==> config.mk <==
export PLATFORM = sky130hd
export DESIGN_NAME = hazard_unit
export DESIGN_NICKNAME = d
export VERILOG_FILES = /design/src/rtl/hazard_unit_pkg.sv /design/src/rtl/hazard_scoreboard.sv /design/src/rtl/hazard_unit.sv
export SDC_FILE = /design/constraint.sdc
export NUM_CORES = 1
export LEC_CHECK = 0
export ABC_AREA = 1
export BUFFER_PORTS_ARGS = -buffer_cell sky130_fd_sc_hd__buf_2
export CAP_MARGIN = 20
export CORE_MARGIN = 2
export CORE_UTILIZATION = 49
export DETAILED_ROUTE_END_ITERATION = 12
export GPL_ROUTABILITY_DRIVEN = 0
export GPL_TIMING_DRIVEN = 0
export PLACE_DENSITY = 0.77
export REMOVE_ABC_BUFFERS = 1
export SLEW_MARGIN = 20
export SYNTH_ARGS = -nofsm -noshare
export SYNTH_HDL_FRONTEND = slang
export SYNTH_SLANG_ARGS = --single-unit
==> constraint.sdc <==
create_clock -name clk -period 1.6 [get_ports clk]
set_clock_uncertainty 0.1 [all_clocks]
set_input_delay 0.08 -clock clk [delete_from_list [all_inputs] [get_ports clk]]
set_output_delay 0.08 -clock clk [all_outputs]
set_load 0.01 [all_outputs]
==> src/rtl/hazard_unit_pkg.sv <==
// hazard_unit_pkg: shared encodings for the pipeline hazard unit
package hazard_unit_pkg;

    localparam int FWD_RF = 0;

    typedef enum logic [1:0] {
        ST_INIT,
        ST_RUN,
        ST_FLUSH
    } state_t;

    function automatic int sel_w(input int n);
        return $clog2(n + 1);
    endfunction

endpackage

==> src/rtl/hazard_scoreboard.sv <==
// hazard_scoreboard: in-flight destination shift register with per-stage match/ready flags
module hazard_scoreboard
    import hazard_unit_pkg::*;
#(
    parameter int NUM_STAGES = 2,
    parameter int REG_W      = 5,
    parameter int LOAD_LAT   = 1
) (
    input  logic                  clk,
    input  logic                  reset,
    input  logic                  push,
    input  logic [REG_W-1:0]      push_rd,
    input  logic                  push_load,
    input  logic [REG_W-1:0]      rs,
    input  logic [REG_W-1:0]      rt,
    output logic [NUM_STAGES-1:0] match_a,
    output logic [NUM_STAGES-1:0] match_b,
    output logic [NUM_STAGES-1:0] ready
);

    logic [NUM_STAGES-1:0] vld;
    logic [NUM_STAGES-1:0] ld;
    logic [REG_W-1:0]      rd [NUM_STAGES];

    // entries age one stage per cycle; index 0 is stage 1 and takes the issuing instruction
    always_ff @(posedge clk or negedge reset) begin
        if (!reset) begin
            vld <= '0;
            ld  <= '0;
            for (int k = 0; k < NUM_STAGES; k++) rd[k] <= '0;
        end else begin
            vld[0] <= push;
            ld[0]  <= push_load;
            rd[0]  <= push_rd;
            for (int k = 1; k < NUM_STAGES; k++) begin
                vld[k] <= vld[k-1];
                ld[k]  <= ld[k-1];
                rd[k]  <= rd[k-1];
            end
        end
    end

    // register 0 never matches; load data is usable only beyond LOAD_LAT stages
    always_comb begin
        for (int k = 0; k < NUM_STAGES; k++) begin
            match_a[k] = vld[k] && rd[k] == rs && rs != '0;
            match_b[k] = vld[k] && rd[k] == rt && rt != '0;
            ready[k]   = !ld[k] || (k + 1 > LOAD_LAT);
        end
    end

endmodule

==> src/rtl/hazard_unit.sv <==
// hazard_unit: bypass selection, load-use stall and redirect/reset flush control
module hazard_unit
    import hazard_unit_pkg::*;
#(
    parameter  int NUM_STAGES   = 2,
    parameter  int REG_W        = 5,
    parameter  int LOAD_LAT     = 1,
    parameter  int FLUSH_CYCLES = 3,
    parameter  int REDIR_SHADOW = 1,
    localparam int SEL_W        = sel_w(NUM_STAGES)
) (
    input  logic             clk,
    input  logic             reset,
    input  logic             id_valid,
    input  logic [REG_W-1:0] id_rs,
    input  logic [REG_W-1:0] id_rt,
    input  logic             id_use_rs,
    input  logic             id_use_rt,
    input  logic             id_wr_en,
    input  logic [REG_W-1:0] id_rd,
    input  logic             id_is_load,
    input  logic             redirect,
    output logic [SEL_W-1:0] fwd_sel_a,
    output logic [SEL_W-1:0] fwd_sel_b,
    output logic             stall,
    output logic             flush,
    output logic             pipe_ready
);

    localparam int CNT_MAX = FLUSH_CYCLES > REDIR_SHADOW ? FLUSH_CYCLES : REDIR_SHADOW;
    localparam int CNT_W   = $clog2(CNT_MAX + 1);

    state_t                state, state_nx;
    logic [CNT_W-1:0]      cnt, cnt_nx;
    logic [NUM_STAGES-1:0] match_a, match_b, ready;
    logic                  hazard_a, hazard_b, push;

    assign push = id_valid && pipe_ready && !stall && !flush && id_wr_en && id_rd != '0;

    hazard_scoreboard #(
        .NUM_STAGES(NUM_STAGES),
        .REG_W     (REG_W),
        .LOAD_LAT  (LOAD_LAT)
    ) u_sb (
        .clk      (clk),
        .reset    (reset),
        .push     (push),
        .push_rd  (id_rd),
        .push_load(id_is_load),
        .rs       (id_rs),
        .rt       (id_rt),
        .match_a  (match_a),
        .match_b  (match_b),
        .ready    (ready)
    );

    // state and shared INIT/FLUSH counter
    always_ff @(posedge clk or negedge reset) begin
        if (!reset) begin
            state <= ST_INIT;
            cnt   <= CNT_W'(FLUSH_CYCLES);
        end else begin
            state <= state_nx;
            cnt   <= cnt_nx;
        end
    end

    // INIT and FLUSH count down to 1 then fall into RUN; a redirect (re)loads the shadow count
    always_comb begin
        state_nx = state;
        cnt_nx   = cnt;
        if (state == ST_INIT) begin
            state_nx = cnt == CNT_W'(1) ? ST_RUN : ST_INIT;
            cnt_nx   = cnt - CNT_W'(1);
        end else if (redirect && REDIR_SHADOW > 1) begin
            state_nx = ST_FLUSH;
            cnt_nx   = CNT_W'(REDIR_SHADOW - 1);
        end else if (state == ST_FLUSH) begin
            state_nx = cnt == CNT_W'(1) ? ST_RUN : ST_FLUSH;
            cnt_nx   = cnt - CNT_W'(1);
        end
    end

    // youngest matching stage wins; a load not yet ready at that stage becomes a hazard
    always_comb begin
        fwd_sel_a = SEL_W'(FWD_RF);
        fwd_sel_b = SEL_W'(FWD_RF);
        hazard_a  = 1'b0;
        hazard_b  = 1'b0;
        for (int k = NUM_STAGES; k >= 1; k--) begin
            if (match_a[k-1]) begin
                fwd_sel_a = ready[k-1] ? SEL_W'(k) : SEL_W'(FWD_RF);
                hazard_a  = !ready[k-1];
            end
            if (match_b[k-1]) begin
                fwd_sel_b = ready[k-1] ? SEL_W'(k) : SEL_W'(FWD_RF);
                hazard_b  = !ready[k-1];
            end
        end
        if (!id_use_rs) begin
            fwd_sel_a = SEL_W'(FWD_RF);
            hazard_a  = 1'b0;
        end
        if (!id_use_rt) begin
            fwd_sel_b = SEL_W'(FWD_RF);
            hazard_b  = 1'b0;
        end
    end

    // INIT forces stall+flush; in operation a redirect flushes and overrides any load-use stall
    always_comb begin
        pipe_ready = state != ST_INIT;
        flush      = state != ST_RUN || redirect;
        stall      = !pipe_ready || (id_valid && (hazard_a || hazard_b) && !redirect);
    end

endmodule

==> impl_metrics.py, run 1 <==
metrics = {
    "outcome": {
        "outcome": "finished with violations",
        "failed_checks": "setup timing",
    },
    "clock_tree": {
        "htree_levels": 1,
        "cts_tree": "done",
        "cts_buffer_depth": 2,
        "cts.sinks": 17,
        "cts_buffers": 3,
        "worstSkewPairLatency_ps": 270,
        "clkTransAtPathRegs_ps": 90,
        "cts-root-buf": "clkbuf_4",
    },
    "route": {
        "drc": 0,
        "vias": 956,
        "drtAntennaViolNets": 0,
        "routed_wirelength_um": 2220,
        "first_pass_iters": 6,
        "route.met2.wl_um": 1150,
        "wl_met3_um": 107,
        "top_layer": "met4",
        "drt_iter0_drc": 12,
        "met1_length_um": 896,
        "viasPerCell": 4.83,
        "drt-wirelength-per-cell_um": 11.2,
    },
    "worst_setup_path": {
        "crit_path_start_kind": "flop",
        "r2r_start": "u_sb.rd[9]$_DFF_PN0_",
        "cp-end-kind": "primary output",
        "r2r_cells": 10,
        "r2r-end": "u_sb.vld[0]$_DFF_PN0_",
        "worstPathArrival_ps": 1520,
        "cp-endpoint": "stall",
        "cp_max_fo": 4,
        "r2r_slack_ps": 230,
        "critPathRequiredTime_ps": 1420,
        "path_class": "flop to primary output",
        "crit_start": "u_sb.rd[9]$_DFF_PN0_",
    },
    "place": {
        "dp_slack_ps": 138,
        "dp_hpwl_um": 1760,
        "place_inst": 182,
        "placement.io_buffers": 29,
    },
    "synthesis": {
        "ys.flop_type": "dfrtp_1",
        "synth_edf_count": 0,
        "synth_xor_area_frac": 0.0627,
        "postSynthCellCount": 126,
        "synthMuxAreaShare": 0,
        "synth_top_area_frac": 0.384,
        "synth_area_leaders": "dfrtp_1, nand2_1, dfstp_2",
        "synthArstFlopShare": 1.00,
        "ys.warnings.count": 0,
        "ys_seq_area_frac": 0.437,
        "synth_top_family_by_area": "simple AND/OR/NAND/NOR gates",
        "synth-seq-cells": 17,
        "yosys.area_share.adder": 0.0128,
        "synth_top_cell_by_area": "dfrtp_1",
        "synth_compound_area_frac": 0.0627,
        "syn_area_um2": 978,
        "yosys.area_share.simple": 0.336,
        "synthDistinctLibCells": 24,
        "synth.avg_cell_area_um2": 7.77,
    },
    "timing": {
        "slew_headroom": 0.765,
        "fin_crit_ps": 1700,
        "fin_setup_tns_ps": -178,
        "setup_ws_ps": -95.0,
        "fmax_mhz": 590,
        "fin_crit_sh": 1.06,
        "whs_ps": 48.7,
        "slew_violations": 0,
        "setup_viol": 3,
        "max_slew.worst_pin.slew_ps": 352,
        "rsz0062_at_grt": "true",
        "final-hold-violation-count": 0,
    },
    "hold_path": {
        "worstHoldStart": "redirect",
        "hp-class": "primary input to flop",
    },
    "die": {
        "die_area_mm2": 0.00237,
        "io_pins": 30,
        "coreArea_mm2": 0.00192,
        "initial_core_util": 0.509,
        "fp.dieW_um": 48.7,
        "fp-row-count": 16,
        "die_y_um": 48.7,
    },
    "global_route": {
        "grt_max_degree": 18,
        "grt_usage": 0.199,
        "grt-ovfl-total": 0,
        "grt_pass1_vias": 961,
        "grt_pass1_wl_um": 3680,
        "antenna_found_initial": 0,
    },
    "cells_and_area": {
        "syn_to_final_growth_pct": 37.3,
        "final_cells": 198,
        "num-nets-final": 196,
        "drive_gt1_frac": 0.444,
        "antennaDiodeCount": 0,
        "n_fill_cell": 172,
    },
    "power": {
        "peakVddDrop_v": 0.000607,
        "p_leak_nw": 0.677,
        "power.density_mw_per_mm2": 629,
    },
    "job": {
        "max-cap-violations": 0,
    },
}
-- registers in the layout (all words and copies together) (netlist names) --
name and count:
cnt 2, state 2, u_sb.ld 1, u_sb.rd 10
u_sb.vld 2
-- Yosys cell counts (all sizes together) (2+ instances only) --
cell and count:
dfstp 2, nand3 6, o21ai 3, inv 23, dfrtp 15, nor2 13, a21oi 4, nor3 5
xnor2 5, xor2 2, nand2 41
-- where the power goes --
part           internal, mW  switching, mW
Sequential            0.446         0.0169
Clock                0.0964          0.111
Combinational        0.0813         0.0928
Total                 0.624          0.221
-- critical path: stages, from the launching register on --
cell     delay [ps]
dfrtp_1         430
inv_2            80
nand2_2          50
nand2_2          70
nand2_2          60
nor2_4          130
nand3_2         110
nand2_1          80
nand2_1          70
nand2_2          80
buf_6           100
-- stage by stage --
stage               power, mW   util  area (um^2)
floorplan               0.544      -          978
global placement        0.603  0.602         1160
detailed placement      0.609  0.602         1160
CTS                     0.839  0.674         1290
global route            0.896  0.699         1340
finish                  0.845  0.699         1340
-- layer usage --
layer,up-vias,global-route usage
met5,-,0
met3,8,0.0278
met2,31,0.388
met1,435,0.216
met4,0,0.0667
li1,482,-
-- timing repair --
item,4_1_cts,5_1_grt
hold buffers,9,0
gates resized for setup,2,12
pin swaps,1,16
endpoints found under the hold margin,24,0
setup buffers,1,2
setup endpoints to repair,3,5
-- cell families (layout without fill, tap and decap cells) --
| logic type | after synthesis | count (layout) |
|---|---|---|
| and+or+nand+nor | 68 | 68 |
| buffers and inverters | 23 | 68 |
| DFF | 17 | 17 |
| AOI/OAI and AO/OA | 10 | 10 |
| xor gates and xnor gates | 7 | 7 |
| adders and majority gates | 1 | 1 |
-- cells in the final DEF, fill, tap and decap left out, drive strengths merged --
master	instances
o211ai	1
dfrtp	15
clkbuf	4
a21oi	4
buf	32
nand4	1
nand3	6
and3b	1
o21ai	3
ha	1
o2111ai	1
inv	23
nor2	13
or2	1
o22ai	1
nand2	41
dfstp	2
xor2	2
dlygate4sd3	9
nor3	5
xnor2	5
-- area by class of cell --
| cell class | instances | area, um^2 | share of cell area |
|---|---|---|---|
| tap | 27 | 33.8 | 0.0251 |
| inverter | 23 | 86.3 | 0.0642 |
| timing repair buffer | 41 | 268 | 0.199 |
| sequential | 17 | 430 | 0.320 |
| clock buffer | 4 | 26.3 | 0.0196 |
| multi-input combinational | 86 | 499 | 0.372 |
-- how the worst min path moves through the flow --
stage	endpoint	depth (start not counted)	slack, ps
after floorplan	state[0]$_DFFE_PN0P_	0	-320
after detailed placement	u_sb.rd[9]$_DFF_PN0_	1	-90
final	u_sb.vld[0]$_DFF_PN0_	4	50
after CTS	u_sb.vld[0]$_DFF_PN0_	4	40
after global placement	u_sb.ld[0]$_DFF_PN0_	1	-90
after global routing	u_sb.vld[0]$_DFF_PN0_	4	60
Power figures use the tool's default switching activity.
==> run 2: changes to the inputs <==
--- a/config.mk
+++ b/config.mk
@@ -5,15 +5,15 @@
 export SDC_FILE = /design/constraint.sdc
 export NUM_CORES = 1
 export LEC_CHECK = 0
-export ABC_AREA = 1
+export ABC_AREA = 0
 export BUFFER_PORTS_ARGS = -buffer_cell sky130_fd_sc_hd__buf_2
 export CAP_MARGIN = 20
 export CORE_MARGIN = 2
-export CORE_UTILIZATION = 49
+export CORE_UTILIZATION = 47
 export DETAILED_ROUTE_END_ITERATION = 12
 export GPL_ROUTABILITY_DRIVEN = 0
 export GPL_TIMING_DRIVEN = 0
-export PLACE_DENSITY = 0.77
+export PLACE_DENSITY = 0.76
 export REMOVE_ABC_BUFFERS = 1
 export SLEW_MARGIN = 20
 export SYNTH_ARGS = -nofsm -noshare
==> run 2 against run 1 <==
The flow still finishes with violations (setup timing). Combinational power decreased by 22%. First-iteration DRC count fell by 100%. Global-route usage rose by 0.41 points. Total power shrank 3.6%. Count of clock-buffer cells in the layout unchanged. Final cell count decreased by 30%. Non-clock buffer count stayed put. Sequential share of layout area rose by 4.7 points. Critical path depth decreased by 4. Critical endpoint unchanged. Largest cell class is now sequential cells.
==> impl_metrics.py, run 2 <==
metrics = {
    "worst_setup_path": {
        "critPathRequiredTime_ps": 1420,
        "r2r_slack_ps": -480,
        "r2r_start": "u_sb.rd[7]$_DFF_PN0_",
        "crit_start": "u_sb.rd[7]$_DFF_PN0_",
        "cp.buffers_inverters": 1,
        "cp_top_family": "simple AND/OR/NAND/NOR gates",
        "crit_path_start_kind": "flop",
        "path_class": "flop to primary output",
        "r2r-end": "u_sb.vld[0]$_DFF_PN0_",
        "path_cells": "xor2_1 > nor4_2 > nand4b_1 > a211o_1 > nand2_1 > buf_2",
        "r2r_cells": 7,
        "cp-end-kind": "primary output",
        "cp_max_fo": 3,
        "max_stage_delay_ps": 420,
        "slowest_stage": "dfrtp_1",
        "cp_num_cells": 6,
        "worstPathArrival_ps": 1960,
        "cp-endpoint": "stall",
    },
    "clock_tree": {
        "cts.sinks": 17,
        "cts_buffers": 3,
        "cts_tree": "done",
        "clkTransAtPathRegs_ps": 90,
        "worstSkewPairLatency_ps": 280,
        "htree_levels": 1,
        "cts-root-buf": "clkbuf_4",
        "cts_buffer_depth": 2,
    },
    "timing": {
        "slew_headroom": 0.759,
        "rsz0062_at_grt": "true",
        "fin_crit_ps": 2140,
        "setup_ws_ps": -541,
        "max_slew.worst_pin.slew_ps": 362,
        "setup_viol": 6,
        "final-hold-violation-count": 0,
        "slew_violations": 0,
        "fmax_mhz": 467,
        "fin_crit_sh": 1.34,
    },
    "global_route": {
        "grt_usage": 0.203,
        "grt_max_degree": 18,
        "grt_pass1_wl_um": 2870,
        "antenna_found_initial": 0,
        "grt-ovfl-total": 0,
        "grt_pass1_vias": 665,
    },
    "route": {
        "vias": 691,
        "drc": 0,
        "drt_iter0_drc": 0,
        "drt-wirelength-per-cell_um": 14.4,
        "first_pass_iters": 1,
        "routed_wirelength_um": 2000,
        "drtAntennaViolNets": 0,
        "viasPerCell": 4.97,
    },
    "power": {
        "power_mw": 0.814,
        "p_comb_frac": 0.167,
        "p_switching_mw": 0.204,
        "p_seq_frac": 0.567,
        "p_int_mw": 0.611,
        "power.density_mw_per_mm2": 697,
        "peakVddDrop_v": 0.000590,
        "p_leak_nw": 0.551,
        "sw_frac_of_total": 0.250,
        "p_clk_frac": 0.266,
    },
    "die": {
        "initial_core_util": 0.496,
        "die_area_mm2": 0.00216,
        "die_y_um": 46.5,
        "coreArea_mm2": 0.00171,
        "fp.dieW_um": 46.5,
        "fp-row-count": 15,
        "io_pins": 30,
    },
    "place": {
        "placed_area_mm2": 0.00102,
        "dp_hpwl_um": 1490,
        "placement.io_buffers": 29,
    },
    "synthesis": {
        "ys.flop_type": "dfrtp_1",
        "synth_edf_count": 0,
        "synth_top_cell_by_area": "dfrtp_1",
        "ys_seq_area_frac": 0.505,
        "synth.avg_cell_area_um2": 12.3,
        "synth.most_common_cell": "xor2_1",
        "yosys-top-cells-count": "xor2_1, dfrtp_1, xnor2_1",
        "synth_top_area_frac": 0.443,
        "synthDistinctLibCells": 22,
        "synth_area_leaders": "dfrtp_1, xor2_1, dfstp_2",
        "synth-seq-cells": 17,
        "postSynthCellCount": 69,
        "synthArstFlopShare": 1.00,
        "syn_area_um2": 847,
        "ys.warnings.count": 0,
    },
    "cells_and_area": {
        "syn_to_final_growth_pct": 38.0,
        "largest_reg_flops": 10,
        "mostFrequentLayoutCell": "buf_2",
        "antennaDiodeCount": 0,
        "final_cell_mix": "buf_2, xor2_1, dfrtp_1",
        "top_register": "u_sb.rd",
        "num-nets-final": 139,
        "drive_gt1_frac": 0.430,
        "finish.instance_area_mm2": 0.00117,
    },
    "outcome": {
        "failed_checks": "setup timing",
        "outcome": "finished with violations",
    },
    "hold_path": {
        "hp-class": "primary input to flop",
        "holdPathStages": 3,
    },
    "job": {
        "max-cap-violations": 0,
    },
}
run 2: cell type report:
cell class,count,area (um^2)
Fill cell,130,539
Tap cell,25,31.3
Inverter,2,7.51
Multi-Input combinational cell,50,418
Clock buffer,4,26.3
Sequential cell,17,429
Timing Repair Buffer,41,256
run 2: timing repair:
action,4_1_cts,5_1_grt
hold buffers,7,0
gates cloned,0,0
buffers inserted,5,4
setup endpoints to repair,6,7
pin swaps,10,12
hold endpoints to repair,23,0
resized for setup,1,2
run 2: per-layer routing:
metal	global-route usage	routed length (um)	up-vias
met4	0.126	53	0
met1	0.199	741	329
li1	-	-	335
met5	0	0	-
met3	0.0471	74	6
met2	0.375	1130	21
run 2: how the worst min path moves through the flow:
stage          startpoint                     to  slack [ps]
4_1_cts          id_wr_en  u_sb.vld[0]$_DFF_PN0_          10
5_1_grt          id_valid  u_sb.vld[0]$_DFF_PN0_          30
3_3_place_gp        reset   u_sb.rd[9]$_DFF_PN0_         -90
2_1_floorplan       reset   state[0]$_DFFE_PN0P_        -320
3_5_place_dp        reset   u_sb.rd[9]$_DFF_PN0_         -90
6_report         id_wr_en  u_sb.vld[0]$_DFF_PN0_          20
run 2: logic make-up (layout without fill, tap and decap cells):
group / Yosys count / in the layout / synth area share
AO/OA/AOI/OAI: 6 / 6 / 0.0547
XOR/XNOR: 21 / 21 / 0.217
adder cells (fa/ha/maj): 1 / 1 / 0.0148
buffers and inverters: 2 / 47 / 0.00887
flip-flops: 17 / 17 / 0.505
multiplexers: 1 / 1 / 0.0133
AND/OR/NAND/NOR: 21 / 21 / 0.186
run 2: metrics by stage:
step / setup TNS, ps / std cells / hold WS (ps) / setup slack [ps] / utilization
CTS: -2040 / 137 / 11.2 / -517 / 0.673
global placement: -568 / 123 / -93.2 / -257 / 0.599
floorplan: -49.2 / 69 / -316 / -49.2 / -
global route: -2730 / 139 / 25.9 / -621 / 0.684
detailed placement: -772 / 123 / -87.6 / -322 / 0.599
finish: -2330 / 139 / 20.9 / -541 / 0.684
run 2: power groups by stage:
stage / logic [mW] / registers (mW) / clock network, mW
detailed placement: 0.113 / 0.470 / 0
floorplan: 0.0534 / 0.467 / 0
global placement: 0.107 / 0.470 / 0
global route: 0.146 / 0.465 / 0.241
CTS: 0.130 / 0.462 / 0.225
finish: 0.136 / 0.462 / 0.217
run 2: tightest hold or removal path, cell delays in order:
cell	delay, ps
buf_2	100
nand2_1	120
nor4b_4	70
